--- src/rtl/data_router_pkg.sv ---
// Shared types and helpers for the data router sequencer.
// Contents: bus widths, rpsel encodings (RR/BR/RP/NE), FSM state enum, ncol clamp.
// Optional feature macro used by the users of this package: DATA_ROUTER_CTRL_PERF_EN.
package data_router_pkg;

  localparam int unsigned COLW  = 28;
  localparam int unsigned NBLKW = 8;
  localparam int unsigned ROWW  = 2;
  localparam int unsigned BANKW = 2;
  localparam int unsigned PERFW = 32;

  localparam logic [1:0] RR = 2'b00;
  localparam logic [1:0] BR = 2'b01;
  localparam logic [1:0] RP = 2'b10;
  localparam logic [1:0] NE = 2'b11;

  typedef enum logic [2:0] {
    ST_IDLE,
    ST_LOAD,
    ST_SWEEP,
    ST_WAIT_BLK,
    ST_REFILL,
    ST_DONE
  } drc_state_e;

  // A zero or oversized column count means "the whole buffer width".
  function automatic logic [COLW-1:0] clamp_ncol(input logic [COLW-1:0] ncol,
                                                 input logic [COLW-1:0] bufw);
    if ((ncol == '0) || (ncol > bufw)) return bufw;
    return ncol;
  endfunction

endpackage

--- src/rtl/data_router_ctrl_if.sv ---
// Handshake/command bus between the layer controller, the sequencer and the router.
// master: sequencer side (drives cmd_vld/bank/row/col/rpsel/busy/done[/perf_stall]).
// slave : controller/router side (drives start/cfg_ncol/cfg_nblk/ready/blkend).
// perf_stall exists only when DATA_ROUTER_CTRL_PERF_EN is defined.
interface data_router_ctrl_if;
  import data_router_pkg::*;

  logic                  start;
  logic [COLW-1:0]       cfg_ncol;
  logic [NBLKW-1:0]      cfg_nblk;
  logic                  ready;
  logic                  blkend;
  logic                  cmd_vld;
  logic [BANKW-1:0]      bank;
  logic [ROWW-1:0]       row;
  logic [COLW-1:0]       col;
  logic [1:0]            rpsel;
  logic                  busy;
  logic                  done;
`ifdef DATA_ROUTER_CTRL_PERF_EN
  logic [PERFW-1:0]      perf_stall;
`endif

  modport master (
    input  start, cfg_ncol, cfg_nblk, ready, blkend,
`ifdef DATA_ROUTER_CTRL_PERF_EN
    output perf_stall,
`endif
    output cmd_vld, bank, row, col, rpsel, busy, done
  );

  modport slave (
    output start, cfg_ncol, cfg_nblk, ready, blkend,
`ifdef DATA_ROUTER_CTRL_PERF_EN
    input  perf_stall,
`endif
    input  cmd_vld, bank, row, col, rpsel, busy, done
  );

endinterface

--- src/rtl/drc_sweep_cnt.sv ---
// Nested row/col command counter: col steps by step_i until it reaches col_lim_i,
// then wraps to 0 and row advances; after the last row both wrap to 0.
// Ports: clk, rst (async high), clr_i (sync clear), adv_i (advance one command),
//        step_i, row_lim_i, col_lim_i (limits for the current phase),
//        row_o/col_o (registered position), last_c_o (current position is the final one).
module drc_sweep_cnt #(
  parameter int unsigned ROWW = 2,
  parameter int unsigned CW   = 28
) (
  input  logic            clk,
  input  logic            rst,
  input  logic            clr_i,
  input  logic            adv_i,
  input  logic [CW-1:0]   step_i,
  input  logic [ROWW:0]   row_lim_i,
  input  logic [CW-1:0]   col_lim_i,
  output logic [ROWW-1:0] row_o,
  output logic [CW-1:0]   col_o,
  output logic            last_c_o
);

  logic [ROWW-1:0] row_q;
  logic [CW-1:0]   col_q;
  logic [CW:0]     col_sum;
  logic            col_end;
  logic            row_end;

  // One extra bit so the step past the limit cannot wrap around.
  assign col_sum  = {1'b0, col_q} + {1'b0, step_i};
  assign col_end  = (col_sum >= {1'b0, col_lim_i});
  assign row_end  = ({1'b0, row_q} == (row_lim_i - (ROWW+1)'(1)));
  assign last_c_o = col_end & row_end;

  always_ff @(posedge clk or posedge rst) begin
    if (rst) begin
      row_q <= '0;
      col_q <= '0;
    end else if (clr_i) begin
      row_q <= '0;
      col_q <= '0;
    end else if (adv_i) begin
      if (col_end) begin
        col_q <= '0;
        row_q <= row_end ? '0 : row_q + ROWW'(1);
      end else begin
        col_q <= col_sum[CW-1:0];
      end
    end
  end

  assign row_o = row_q;
  assign col_o = col_q;

endmodule

--- src/rtl/data_router_ctrl.sv ---
// Sequencer for the data router buffer: LOAD (RR), then per block SWEEP (RP),
// WAIT_BLK for the router's block-end strobe, REFILL (BR) of the next bank.
// Ports: clk, rst (async high), bus (data_router_ctrl_if.master).
// Optional: DATA_ROUTER_CTRL_PERF_EN adds perf_stall (cmd_vld && !ready cycles).
module data_router_ctrl
  import data_router_pkg::*;
#(
  parameter int unsigned POY    = 3,
  parameter int unsigned BUFW   = 32,
  parameter int unsigned BUFH   = 3,
  parameter int unsigned KSIZE  = 3,
  parameter int unsigned STRIDE = 1
) (
  input  logic               clk,
  input  logic               rst,
  data_router_ctrl_if.master bus
);

  drc_state_e        state_q;
  logic              cmd_vld_q;
  logic              busy_q;
  logic              done_q;
  logic              pend_q;
  logic [1:0]        rpsel_q;
  logic [BANKW-1:0]  bank_q;
  logic [BANKW-1:0]  bank_ptr_q;
  logic [NBLKW-1:0]  blk_cnt_q;
  logic [NBLKW-1:0]  nblk_q;
  logic [NBLKW-1:0]  blk_nxt;
  logic [COLW-1:0]   ncol_q;

  logic              adv;
  logic              start_acc;
  logic              cnt_last;
  logic [ROWW:0]     row_lim;
  logic [COLW-1:0]   col_lim;
  logic [COLW-1:0]   col_step;
  logic [ROWW-1:0]   cnt_row;
  logic [COLW-1:0]   cnt_col;

  assign adv       = cmd_vld_q & bus.ready;
  assign start_acc = (state_q == ST_IDLE) & bus.start;
  assign blk_nxt   = blk_cnt_q + NBLKW'(1);

  // LOAD/REFILL walk rows only (one column); SWEEP walks the kernel rows x strided columns.
  always_comb begin
    row_lim  = (ROWW+1)'(BUFH);
    col_lim  = COLW'(1);
    col_step = COLW'(1);
    if (state_q == ST_SWEEP) begin
      row_lim  = (ROWW+1)'(KSIZE);
      col_lim  = ncol_q;
      col_step = COLW'(STRIDE);
    end
  end

  drc_sweep_cnt #(.ROWW(ROWW), .CW(COLW)) u_cnt (
    .clk       (clk),
    .rst       (rst),
    .clr_i     (start_acc),
    .adv_i     (adv),
    .step_i    (col_step),
    .row_lim_i (row_lim),
    .col_lim_i (col_lim),
    .row_o     (cnt_row),
    .col_o     (cnt_col),
    .last_c_o  (cnt_last)
  );

  // Control FSM; all command fields change only on an accepted command or a phase change.
  always_ff @(posedge clk or posedge rst) begin
    if (rst) begin
      state_q    <= ST_IDLE;
      cmd_vld_q  <= 1'b0;
      busy_q     <= 1'b0;
      done_q     <= 1'b0;
      pend_q     <= 1'b0;
      rpsel_q    <= RR;
      bank_q     <= '0;
      bank_ptr_q <= '0;
      blk_cnt_q  <= '0;
      nblk_q     <= NBLKW'(1);
      ncol_q     <= COLW'(BUFW);
    end else begin
      // Early block-end strobes are remembered (merged) until WAIT_BLK consumes them.
      if (bus.blkend && (state_q != ST_IDLE) && (state_q != ST_WAIT_BLK)) pend_q <= 1'b1;

      case (state_q)
        ST_IDLE: begin
          pend_q <= 1'b0;
          done_q <= 1'b0;
          if (bus.start) begin
            ncol_q     <= clamp_ncol(bus.cfg_ncol, COLW'(BUFW));
            nblk_q     <= (bus.cfg_nblk == '0) ? NBLKW'(1) : bus.cfg_nblk;
            bank_ptr_q <= '0;
            blk_cnt_q  <= '0;
            cmd_vld_q  <= 1'b1;
            rpsel_q    <= RR;
            busy_q     <= 1'b1;
            state_q    <= ST_LOAD;
          end
        end
        ST_LOAD: begin
          if (adv && cnt_last) begin
            rpsel_q <= RP;
            state_q <= ST_SWEEP;
          end
        end
        ST_SWEEP: begin
          if (adv && cnt_last) begin
            cmd_vld_q <= 1'b0;
            rpsel_q   <= RR;
            blk_cnt_q <= blk_nxt;
            if (blk_nxt == nblk_q) begin
              done_q  <= 1'b1;
              state_q <= ST_DONE;
            end else begin
              state_q <= ST_WAIT_BLK;
            end
          end
        end
        ST_WAIT_BLK: begin
          if (bus.blkend || pend_q) begin
            pend_q    <= 1'b0;
            cmd_vld_q <= 1'b1;
            rpsel_q   <= BR;
            bank_q    <= bank_ptr_q;
            state_q   <= ST_REFILL;
          end
        end
        ST_REFILL: begin
          if (adv && cnt_last) begin
            rpsel_q    <= RP;
            bank_q     <= '0;
            bank_ptr_q <= (bank_ptr_q == BANKW'(POY - 1)) ? '0 : bank_ptr_q + BANKW'(1);
            state_q    <= ST_SWEEP;
          end
        end
        ST_DONE: begin
          done_q  <= 1'b0;
          busy_q  <= 1'b0;
          state_q <= ST_IDLE;
        end
        default: state_q <= ST_IDLE;
      endcase
    end
  end

  assign bus.cmd_vld = cmd_vld_q;
  assign bus.bank    = bank_q;
  assign bus.row     = cnt_row;
  assign bus.col     = cnt_col;
  assign bus.rpsel   = rpsel_q;
  assign bus.busy    = busy_q;
  assign bus.done    = done_q;

`ifdef DATA_ROUTER_CTRL_PERF_EN
  logic [PERFW-1:0] perf_q;

  // Stall cycles of the current job; saturating, cleared by an accepted start.
  always_ff @(posedge clk or posedge rst) begin
    if (rst) begin
      perf_q <= '0;
    end else if (start_acc) begin
      perf_q <= '0;
    end else if (cmd_vld_q && !bus.ready && (perf_q != '1)) begin
      perf_q <= perf_q + PERFW'(1);
    end
  end

  assign bus.perf_stall = perf_q;
`endif

endmodule

--- src/flat_wrapper.sv ---
// flat-port wrapper written by rule: the top's interface ports become plain ports
module data_router_ctrl_flat import data_router_pkg::*;
#(
  parameter int unsigned POY    = 3,
  parameter int unsigned BUFW   = 32,
  parameter int unsigned BUFH   = 3,
  parameter int unsigned KSIZE  = 3,
  parameter int unsigned STRIDE = 1
)
  (clk, rst, bus_start, bus_cfg_ncol, bus_cfg_nblk, bus_ready, bus_blkend, bus_cmd_vld, bus_bank, bus_row, bus_col, bus_rpsel, bus_busy, bus_done);
  data_router_ctrl_if bus_i ();
  input  logic clk;
  input  logic rst;
  input wire logic [$bits(bus_i.start)-1:0] bus_start;
  input wire logic [$bits(bus_i.cfg_ncol)-1:0] bus_cfg_ncol;
  input wire logic [$bits(bus_i.cfg_nblk)-1:0] bus_cfg_nblk;
  input wire logic [$bits(bus_i.ready)-1:0] bus_ready;
  input wire logic [$bits(bus_i.blkend)-1:0] bus_blkend;
  output wire logic [$bits(bus_i.cmd_vld)-1:0] bus_cmd_vld;
  output wire logic [$bits(bus_i.bank)-1:0] bus_bank;
  output wire logic [$bits(bus_i.row)-1:0] bus_row;
  output wire logic [$bits(bus_i.col)-1:0] bus_col;
  output wire logic [$bits(bus_i.rpsel)-1:0] bus_rpsel;
  output wire logic [$bits(bus_i.busy)-1:0] bus_busy;
  output wire logic [$bits(bus_i.done)-1:0] bus_done;
  assign bus_i.start = bus_start;
  assign bus_i.cfg_ncol = bus_cfg_ncol;
  assign bus_i.cfg_nblk = bus_cfg_nblk;
  assign bus_i.ready = bus_ready;
  assign bus_i.blkend = bus_blkend;
  assign bus_cmd_vld = bus_i.cmd_vld;
  assign bus_bank = bus_i.bank;
  assign bus_row = bus_i.row;
  assign bus_col = bus_i.col;
  assign bus_rpsel = bus_i.rpsel;
  assign bus_busy = bus_i.busy;
  assign bus_done = bus_i.done;
  data_router_ctrl #(.POY(POY), .BUFW(BUFW), .BUFH(BUFH), .KSIZE(KSIZE), .STRIDE(STRIDE)) u_core (.clk(clk), .rst(rst), .bus(bus_i));
endmodule
--- config.mk ---
export PLATFORM = sky130hd
export DESIGN_NAME = data_router_ctrl_flat
export DESIGN_NICKNAME = d
export VERILOG_FILES = /design/src/rtl/data_router_pkg.sv /design/src/rtl/data_router_ctrl_if.sv /design/src/rtl/drc_sweep_cnt.sv /design/src/rtl/data_router_ctrl.sv /design/src/flat_wrapper.sv
export SDC_FILE = /design/constraint.sdc
export NUM_CORES = 1
export LEC_CHECK = 0
export ABC_AREA = 1
export BUFFER_PORTS_ARGS = -buffer_cell sky130_fd_sc_hd__buf_4
export CORE_MARGIN = 5
export CORE_UTILIZATION = 38
export DETAILED_ROUTE_END_ITERATION = 16
export GPL_TIMING_DRIVEN = 0
export PLACE_DENSITY = 0.54
export SYNTH_ARGS = -nofsm -noshare
export SYNTH_HDL_FRONTEND = slang
export SYNTH_SLANG_ARGS = --single-unit
--- constraint.sdc ---
create_clock -name clk -period 4.1 [get_ports clk]
set_input_delay 0.41 -clock clk [delete_from_list [all_inputs] [get_ports clk]]
set_output_delay 0.41 -clock clk [all_outputs]
set_load 0.02 [all_outputs]
-- Word-level counts from Yosys, hierarchy flattened
Cells that the tools add are included.
- add/subtract/negate cells: 4
- $lt $le $gt $ge: 2
- eq/ne operators: 15
- multiplexer cells: 44
- bitwise logic cells: 3
- reductions and logical operators: 30
- operator list (kind ; number):
    $mux W28 ; 6
    $add A28 B1 Y29 const B ; 1
    $ge A29 B28 Y1 ; 1
    $gt A28 B6 Y1 const B ; 1
    $logic_not A28 Y1 ; 1
    $mux W8 ; 3
    $mux W2 ; 11
    $pmux W8 S2 ; 1
    $mux W3 ; 5
    $reduce_bool A2 Y1 ; 7
    $pmux W3 S4 ; 1
    $reduce_and A3 Y1 ; 4
    $mux W1 ; 10
    $add A8 B1 Y8 const B ; 1
    $eq A8 B8 Y1 ; 1
    $logic_not A8 Y1 ; 1
    $pmux W2 S2 ; 2
    $pmux W2 S4 ; 1
    $reduce_and A4 Y1 ; 2
    $eq A3 B2 Y1 const B ; 2
    $eq A3 B3 Y1 const B ; 2
    $ne A2 B1 Y1 const B ; 3
    $ne A2 B2 Y1 const B ; 3
    $pmux W1 S2 ; 3
    other kinds (14) ; 25
- register bits: 87
- input port bits: 41
- output and inout bits: 37
- word-level logic and storage cells: 111

-- Logic depth before layout (Yosys ltp)
Gate-level depths: netlist of run 1.
- depth in word-level cells: 7
- depth in mapped cells: 27

-- Cells and area by module
Synthesis of run 1 repeated with hierarchy kept, for this count alone.
- cell total of the unflattened synthesis: 1026
- area, all modules: 6886.6 um2
- by module, submodules not included (module ; instances ; cells each ; area an instance (um2)):
    drc_sweep_cnt ; 1 ; 625 ; 3968.8
    data_router_ctrl ; 1 ; 401 ; 2917.8

-- Worst setup path after synthesis of run 1
OpenSTA, ideal clock, no wires.
- path type: reg2reg
- start point: register u_core.u_cnt.col_q[0] (netlist: u_core.u_cnt.col_o[0])
- end point: register u_core.rpsel_q[0] (netlist: u_core.bus.rpsel[0])
- data arrival time: 3.309 ns
- data required time: 3.980 ns
- path slack: 0.671 ns
- cell stages (with the launch flop): 24
- buffers on the path: 0
- cells stage by stage: dfrtp_1 > ha_1 > nand2_1 > nor2_2 > nand2_2 > nor2_4 > inv_1 > nor2_1 > nand4_1 > nor2_1 > xor2_1 > inv_1 > ha_1 > nand4_1 > nor3_1 > nand3_1 > nor2_2 > o21bai_2 > nand2_1 > nand2_2 > inv_2 > nand3_1 > nand2_1 > nand2_1
- longest elaborated chain between the ends: 6
- RTL lines (what ; RTL line ; text):
    from (decl) ; drc_sweep_cnt.sv:23 ; logic [CW-1:0] col_q;
    from (signal assigned) ; drc_sweep_cnt.sv:46 ; col_q <= col_sum[CW-1:0];
    $add A28 B1 Y29 (*) ; drc_sweep_cnt.sv:29 ; assign col_sum = {1'b0, col_q} + {1'b0, step_i};
    $ge A29 B28 Y1 (*) ; drc_sweep_cnt.sv:30 ; assign col_end = (col_sum >= {1'b0, col_lim_i});
    $and A1 B1 Y1 (*) ; drc_sweep_cnt.sv:32 ; assign last_c_o = col_end & row_end;
    $logic_and A1 B1 Y1 (*) ; data_router_ctrl.sv:104, data_router_ctrl.sv:110, data_router_ctrl.sv:132 ;
    $ne A2 B2 Y1 (no line) or $ne A2 B1 Y1 (tied branches) ; -- ;
    $reduce_and A5 Y1 (no line) (*) ; -- ;
    to (signal assigned) ; data_router_ctrl.sv:105 ; rpsel_q <= RP;
    to (signal assigned) ; data_router_ctrl.sv:112 ; rpsel_q <= RR;
    to (signal assigned) ; data_router_ctrl.sv:133 ; rpsel_q <= RP;
    to (decl) ; data_router_ctrl.sv:24 ; logic [1:0] rpsel_q;
Mark *: on every way between the ends. The rest lies on a longest branch, timed or not.
A chain may end at the register's enable or synchronous reset.

-- Worst setup path in the final report of run 1
- start point: register u_core.u_cnt.col_q[0] (netlist: u_core.u_cnt.col_o[0])
- end point: register u_core.bank_ptr_q[1]
- longest elaborated chain between the ends: 6
- RTL lines (what ; RTL line ; text):
    $add A28 B1 Y29 ; drc_sweep_cnt.sv:29 ;
    $ge A29 B28 Y1 ; drc_sweep_cnt.sv:30 ;
    $and A1 B1 Y1 ; drc_sweep_cnt.sv:32 ;
    $logic_and A1 B1 Y1 ; data_router_ctrl.sv:132 ; if (adv && cnt_last) begin
    $ne A2 B1 Y1 (no line) ; -- ;
    $reduce_and A3 Y1 (no line) ; -- ;
    to (signal assigned) ; data_router_ctrl.sv:135 ; bank_ptr_q <= (bank_ptr_q == BANKW'(POY - 1)) ? '0 : bank_ptr_q + BANKW'(1);
    to (decl) ; data_router_ctrl.sv:26 ; logic [BANKW-1:0] bank_ptr_q;
No other way between the ends.

==> results.txt, run 1 <==
Share of flip-flops with an asynchronous set or reset - 100.0%
Hold Violations, Final - 0
# setup viols final - 0
Worst R2R Setup Slack - 0.31 ns
Number of global-route vias before repair - 4590
Largest stage delay, worst path - 0.43 ns
Residual DRC - 0
Clk root buf - clkbuf_16
Pwr dens - 429.9 mW/mm^2
WL/cell - 13.82 um
Core Area - 0.01372 mm^2
CP max stage cell - dfrtp_2
CTS buffer count - 9
Max clock buf depth - 2
Gpl congestion - 0.9107
Total track usage - 16.79%
Critical Path Fanout Max - 6
VDD IR max - 0.2848 mV
IO buf count - 77
Die area - 0.01623 mm^2
Util after Layout - 46.79%
Crit path launch type - flip-flop
Slew at the pin closest to its max-slew limit - 0.6117 ns
HP Class - in -> async
Cell Chain, Critical Path - ha_1 -> nand2_1 -> nor2_4 -> nand2_2 -> nor2_4 -> inv_1 -> nor2_1 -> nand4_1 -> nor2_2 -> xor2_1 -> inv_1 -> ha_1 -> nand4_1 -> nor3_2 -> buf_4 -> nand3_2 -> nand3_2 -> nor2_4 -> nor2_2 -> nand2_1 -> nand2_1 -> nand4_1 -> o21ai_0
Die Wd - 127.4 um
Reg clk slew, reported paths - 0.06 ns
# Max-Cap Violations - 0
Syn_nets - 734
# H-tree levels - 3
Io pins - 78
Aggregate global routing overflow - 0
Clock skew - 0.006728 ns
Layout cells sized above 1 - 18.58%
Post-synthesis cell area - 0.005238 mm^2
Leak - 3.362 nW
Remaining antenna violation count after routing - 0
Clock latency on the worst-skew pair - 0.34 ns
First-pass iteration count of the detailed router - 4
Worst Setup End Kind - flip-flop
Row count - 43
F_max - 263.7 MHz
Die H - 127.4 um
Register area share after synthesis - 41.61%
Syn. warnings - 0
CTS Sinks - 87
First-pass GRT wire length - 21850 um
Post-DP HPWL - 10160 um
Worst hold margin - 0.09870 ns
Setup TNS - 0 ns
Max Transition Viols Final - 0
Post-Route WL - 12980 um
Total Nets Final - 827
WP data arrival - 4.05 ns
Multi-input logic area - 0.002618 mm^2
Slew HR - 59.22%
Mapped Avg Cell Area - 7.900 um^2
Initial core utilization - 38.18%
Synth-to-layout area growth - 22.55%
N_diodes - 0
Sequential cell area - 0.002181 mm^2
Status - finished, final reports clean
Minimum clock period after layout - 3.792 ns
Yosys reg bits - 87
Detailed Route Iter0 Violations - 191
Number of synthesized flops with an enable pin - 0
Placed Instances - 921
Primary flip-flop cell chosen by synthesis mapping - dfrtp_1
Hold Buf Count CTS - 0
Crit Path Class - reg -> reg
Cells after Synth - 663
Via count - 4576
Filler cell count - 1359
Final worst-path cycle share - 92.50%
Largest net degree at the start of global routing - 53
Vias per cell - 4.873
Critical Path RT - 4.36 ns
Layout Cells excl Fill - 939
Initial antenna violation count - 0
Post-synth cell types - 42
CTS tree - done
sequential cells by signal, indices dropped and copies added, names as in the netlist, 2 cells and up:
name                flops
u_core.u_cnt.col_o     28
u_core.u_cnt.row_o      2
u_core.ncol_q          28
u_core.state_q          3
u_core.bus.rpsel        2
u_core.blk_cnt_q        8
u_core.bus.bank         2
u_core.bank_ptr_q       2
u_core.nblk_q           8
cell type report:
class | instances | area share [%]
buffer | 13 | 1.131
clock buffer | 13 | 3.899
clock inverter | 1 | 0.4678
inverter | 107 | 6.335
multi-input combinational | 456 | 40.78
sequential | 87 | 33.98
tap | 180 | 3.509
timing repair buffer | 82 | 9.903
power breakdown:
part	internal [mW]	switching, mW	leakage, nW
registers	0.962	0.0696	1.17
clock network	0.483	0.323	0.136
logic	0.317	0.605	2.05
layer usage:
layer | share of wire [%] | vias to the layer above | wire [um] | track usage [%]
li1 | - | 2310 | - | -
met1 | 46 | 2146 | 5916 | 21.52
met2 | 48 | 97 | 6247 | 28.15
met3 | 4.2 | 23 | 539 | 2.843
met4 | 2.1 | 0 | 278 | 6.877
met5 | 0 | - | 0 | 0
final timing paths:
kind / endpoint / cells after the start / start
max in group asynchronous: u_core.nblk_q[0]$_DFFE_PP1P_ / 3 / rst
hold / removal: u_core.ncol_q[18]$_DFFE_PP0P_ / 2 / rst
min in group clk: u_core.nblk_q[7]$_DFFE_PP0P_ / 3 / bus_cfg_nblk[7]
hold reg to reg: u_core.ncol_q[25]$_DFFE_PP0P_ / 2 / u_core.ncol_q[25]$_DFFE_PP0P_
setup reg to reg: u_core.bank_ptr_q[1]$_DFFE_PP0P_ / 23 / u_core.u_cnt.col_o[0]$_DFFE_PP0P_
setup / recovery: u_core.bank_ptr_q[1]$_DFFE_PP0P_ / 23 / u_core.u_cnt.col_o[0]$_DFFE_PP0P_
per-stage QoR:
step | power (mW) | setup WS (ns) | area [um^2]
2_1_floorplan | 1.661 | 0.6709 | 5238
3_3_place_gp | 1.937 | -0.1535 | 6041
3_5_place_dp | 1.953 | -0.1274 | 6071
4_1_cts | 2.772 | 0.04519 | 6357
5_1_grt | 2.937 | -0.02622 | 6419
6_report | 2.760 | 0.3075 | 6419
kinds of logic (layout without fill, tap and decap cells):
| kind of cell | count (synthesis) | in the layout | share of synthesized area [%] |
|---|---|---|---|
| AND/OR/NAND/NOR | 311 | 311 | 25.85 |
| AO/OA/AOI/OAI | 80 | 80 | 10.18 |
| buffers and inverters | 120 | 216 | 9.078 |
| flip-flops | 87 | 87 | 41.61 |
| adder cells (fa/ha/maj) | 30 | 30 | 7.167 |
| XOR/XNOR | 35 | 35 | 6.115 |
worst max-delay path, delay by kind of cell (launching register included):
kind / cells / cell delay [ns]
AOI/OAI and AO/OA: 1 / 0.09
xor gates and xnor gates: 1 / 0.23
adders and majority gates: 2 / 0.51
buffers and inverters: 3 / 0.29
DFF: 1 / 0.43
and+or+nand+nor: 16 / 2.14
cells in the mapped netlist (all sizes together), types with 2 or more instances:
| cell type | instances | area [um^2] |
|---|---|---|
| a21o | 2 | 15.01 |
| clkbuf | 7 | 26.28 |
| ha | 30 | 375.4 |
| dfrtp | 85 | 2127 |
| nor4 | 9 | 56.30 |
| a2bb2oi | 2 | 17.52 |
| a21oi | 14 | 70.07 |
| nor3 | 16 | 85.08 |
| or2 | 3 | 18.77 |
| a22o | 6 | 52.55 |
| nor2 | 60 | 264.0 |
| xor2 | 30 | 262.8 |
| nand2 | 189 | 729.4 |
| nand3 | 23 | 130.1 |
| o22ai | 13 | 143.9 |
| o21ai | 37 | 185.2 |
| nand4 | 9 | 56.30 |
| inv | 107 | 404.1 |
| buf | 6 | 45.04 |
| dfstp | 2 | 52.55 |
| o21bai | 3 | 26.27 |
| xnor2 | 4 | 35.03 |
layout by cell type, fill, tap and decap left out, types with 2 or more instances in the layout:
cell type / n
nand2_1: 184
inv_1: 103
dfrtp_1: 84
buf_4: 82
nor2_1: 50
xor2_1: 30
ha_1: 30
nand3_1: 20
o21ai_0: 20
o21ai_1: 17
nor3_1: 14
a21oi_1: 14
o22ai_2: 10
nand4_1: 9
clkbuf_1: 9
nor4_1: 9
clkbuf_16: 9
a22o_1: 6
nor2_2: 5
nor2_4: 4
xnor2_1: 4
buf_2: 3
nand2_2: 3
nand3_2: 3
or2_2: 3
o22ai_1: 3
inv_2: 2
nor3_2: 2
a21o_1: 2
o21bai_1: 2
nand2_4: 2
inv_4: 2
buf_6: 2
a2bb2oi_1: 2
dfstp_2: 2
what timing repair did:
item | in CTS | in global routing
endpoints found under the setup margin | 29 | 44
pin swaps | 0 | 3
gates cloned | 0 | 0
buffers inserted | 0 | 4
resized for setup | 2 | 9
No activity file was read; power rests on OpenSTA's default activity.
==> run 2: changes to the inputs <==
--- a/config.mk
+++ b/config.mk
@@ -6,7 +6,7 @@
 export NUM_CORES = 1
 export LEC_CHECK = 0
 export ABC_AREA = 1
-export BUFFER_PORTS_ARGS = -buffer_cell sky130_fd_sc_hd__buf_4
+export BUFFER_PORTS_ARGS = -buffer_cell sky130_fd_sc_hd__clkbuf_2
 export CORE_MARGIN = 5
 export CORE_UTILIZATION = 38
 export DETAILED_ROUTE_END_ITERATION = 16
==> run 2 against run 1 <==
Against the previous run:
- hold slack worse by 0.079 ns
- clock power rose by 3.8%
- via count down 1.1%
- cell area fell by 2.9%
- maximum frequency up 0.99%
- sequential share of layout area rose by 1.0 points
- critical path type unchanged
==> results.txt, run 2 (same netlist as run 1, synthesis figures left out) <==
Die H - 127.4 um (unchanged)
Final worst-path cycle share - 91.60% (was 92.50%)
FF-to-FF path depth - 21 (was 23)
Max clock buf depth - 2 (unchanged)
Crit Path Class - reg -> reg (unchanged)
Total track usage - 16.95% (was 16.79%)
VDD IR max - 0.2303 mV (was 0.2848 mV)
Hold Violations, Final - 0 (unchanged)
Capture point of the worst reg-to-reg path - u_core.blk_cnt_q[5]$_DFFE_PP0P_ (was u_core.bank_ptr_q[1]$_DFFE_PP0P_)
Vias per cell - 4.820 (was 4.873)
Total Nets Final - 826 (was 827)
HP Class - in -> async (unchanged)
Clk root buf - clkbuf_16 (unchanged)
Layout cells sized above 1 - 18.84% (was 18.58%)
Initial antenna violation count - 0 (unchanged)
Critical Path RT - 4.32 ns (was 4.36 ns)
Met3 Wirelength - 587 um (was 539 um)
Initial core utilization - 38.18% (unchanged)
Io pins - 78 (unchanged)
Leak - 3.312 nW (was 3.362 nW)
F_max - 266.3 MHz (was 263.7 MHz)
Aggregate global routing overflow - 0 (unchanged)
Die area - 0.01623 mm^2 (unchanged)
Metal2 WL - 6024 um (was 6247 um)
Tot Pwr - 2.747 mW (was 2.760 mW)
Detailed Route Iter0 Violations - 241 (was 191)
Final worst slack - 0.3446 ns (was 0.3075 ns)
Most common cell after layout, fill and taps aside - nand2_1 (unchanged)
CTS Sinks - 87 (unchanged)
First-pass GRT wire length - 22050 um (was 21850 um)
Residual DRC - 0 (unchanged)
Top layer in use - met4 (unchanged)
Die Wd - 127.4 um (unchanged)
Remaining antenna violation count after routing - 0 (unchanged)
Synth-to-layout area growth - 19.04% (was 22.55%)
Dpl ws - -0.1236 ns (was -0.1274 ns)
IO buf count - 77 (unchanged)
Crit path launch type - flip-flop (unchanged)
WL/cell - 13.78 um (was 13.82 um)
Filler cell count - 1407 (was 1359)
# Max-Cap Violations - 0 (unchanged)
Row count - 43 (unchanged)
DRT met1 WL - 6008 um (was 5916 um)
Most frequent cells in the layout - nand2_1 (184), inv_1 (103), dfrtp_1 (84) (unchanged)
Clock latency on the worst-skew pair - 0.35 ns (was 0.34 ns)
Reg clk slew, reported paths - 0.06 ns (about the same)
Reg2reg start - u_core.u_cnt.col_o[0]$_DFFE_PP0P_ (unchanged)
Minimum clock period after layout - 3.755 ns (was 3.792 ns)
CTS tree - done (unchanged)
Worst Setup End Kind - flip-flop (unchanged)
Max Transition Viols Final - 0 (unchanged)
Worst R2R Setup Slack - 0.34 ns (was 0.31 ns)
N_diodes - 0 (unchanged)
Slew at the pin closest to its max-slew limit - 0.6137 ns (was 0.6117 ns)
Pwr dens - 440.6 mW/mm^2 (was 429.9 mW/mm^2)
WP data arrival - 3.97 ns (was 4.05 ns)
Post-DP HPWL - 10150 um (was 10160 um)
Largest net degree at the start of global routing - 65 (was 53)
Core Area - 0.01372 mm^2 (unchanged)
# H-tree levels - 3 (unchanged)
Via count - 4526 (was 4576)
Critical Path Fanout Max - 6 (unchanged)
First-pass iteration count of the detailed router - 5 (was 4)
Status - finished, final reports clean (unchanged)
Gpl congestion - 0.8932 (was 0.9107)
CTS buffer count - 9 (unchanged)
Number of global-route vias before repair - 4587 (was 4590)
Slew HR - 59.08% (was 59.22%)
Hold Buf Count CTS - 0 (unchanged)
Post-Route WL - 12940 um (was 12980 um)
# setup viols final - 0 (unchanged)
Clock skew - 0.009166 ns (was 0.006728 ns)
run 2: cell count changes in the layout (fill, tap and decap cells not counted), sizes merged:
cell,previous run,this run
clkinvlp,0,1
clkbuf,20,95
buf,88,11
clkinv,0,1
run 2: timing repair:
item | in CTS | in global routing
endpoints found under the setup margin | 28 | 47
buffers inserted | 0 | 3
gates resized for setup | 2 | 9
gates cloned | 0 | 0
pin swaps | 0 | 3
endpoints found under the hold margin | 0 | 0
run 2: through the flow:
step	cell area (um^2)	TNS (ns)	hold WS (ns)	util, %	instances
after floorplan	5238	0	0.4365	-	663
after global placement	5848	-0.4808	0.4505	42.63	920
after detailed placement	5878	-0.5319	0.3931	42.85	921
after CTS	6183	0	0.01952	45.07	936
after global routing	6235	-0.01173	0.04129	45.44	939
final	6235	0	0.01993	45.44	939
run 2: critical path, cell delays in order, from the launching register on:
cell	delay [ns]
dfrtp_2	0.43
ha_1	0.20
nand2_1	0.10
nor2_4	0.15
nand2_2	0.11
nor2_4	0.14
inv_1	0.06
nor2_1	0.13
nand4_1	0.19
nor2_2	0.23
xor2_2	0.19
inv_1	0.06
ha_1	0.30
nand4_1	0.17
nor3_2	0.24
nand3_1	0.16
nor2_4	0.16
o21bai_2	0.13
nand2_1	0.09
nand2_2	0.07
nor2_1	0.23
o22ai_1	0.11
run 2: power by group:
| group | internal, mW | switching [mW] | total, mW |
|---|---|---|---|
| Clock | 0.501 | 0.336 | 0.837 |
| Combinational | 0.285 | 0.597 | 0.882 |
| Sequential | 0.962 | 0.0660 | 1.03 |
| Total | 1.75 | 0.999 | 2.75 |
run 2: routing by layer:
metal,vias to the layer above,global-route usage [%]
li1,2295,-
met1,2104,22.39
met2,106,27.41
met3,21,3.052
met4,0,7.066
met5,-,0
run 2: worst max-delay path by stage:
stage | from | slack, ns | cells past startpoint | end
after floorplan | u_core.u_cnt.col_o[0]$_DFFE_PP0P_ | 0.67 | 23 | u_core.bus.rpsel[0]$_DFFE_PP0P_
after global placement | u_core.state_q[2]$_DFFE_PP0P_ | -0.14 | 19 | u_core.blk_cnt_q[6]$_DFFE_PP0P_
after detailed placement | u_core.state_q[2]$_DFFE_PP0P_ | -0.12 | 19 | u_core.blk_cnt_q[6]$_DFFE_PP0P_
after CTS | u_core.u_cnt.col_o[0]$_DFFE_PP0P_ | 0.03 | 22 | u_core.blk_cnt_q[6]$_DFFE_PP0P_
after global routing | u_core.u_cnt.col_o[0]$_DFFE_PP0P_ | -0.01 | 22 | u_core.bank_ptr_q[0]$_DFFE_PP0P_
final | u_core.u_cnt.col_o[0]$_DFFE_PP0P_ | 0.34 | 21 | u_core.blk_cnt_q[5]$_DFFE_PP0P_
run 2: layout make-up:
type | count | area (um^2) | share of cell area, %
multi-input cells | 456 | 2615 | 41.94
inverters | 107 | 406.6 | 6.522
repair buffers | 81 | 435.4 | 6.984
flip-flops and latches | 87 | 2181 | 34.98
plain buffers | 13 | 72.57 | 1.164
clock inverters | 3 | 42.54 | 0.6823
well taps | 180 | 225.2 | 3.612
clock buffers | 12 | 256.5 | 4.114
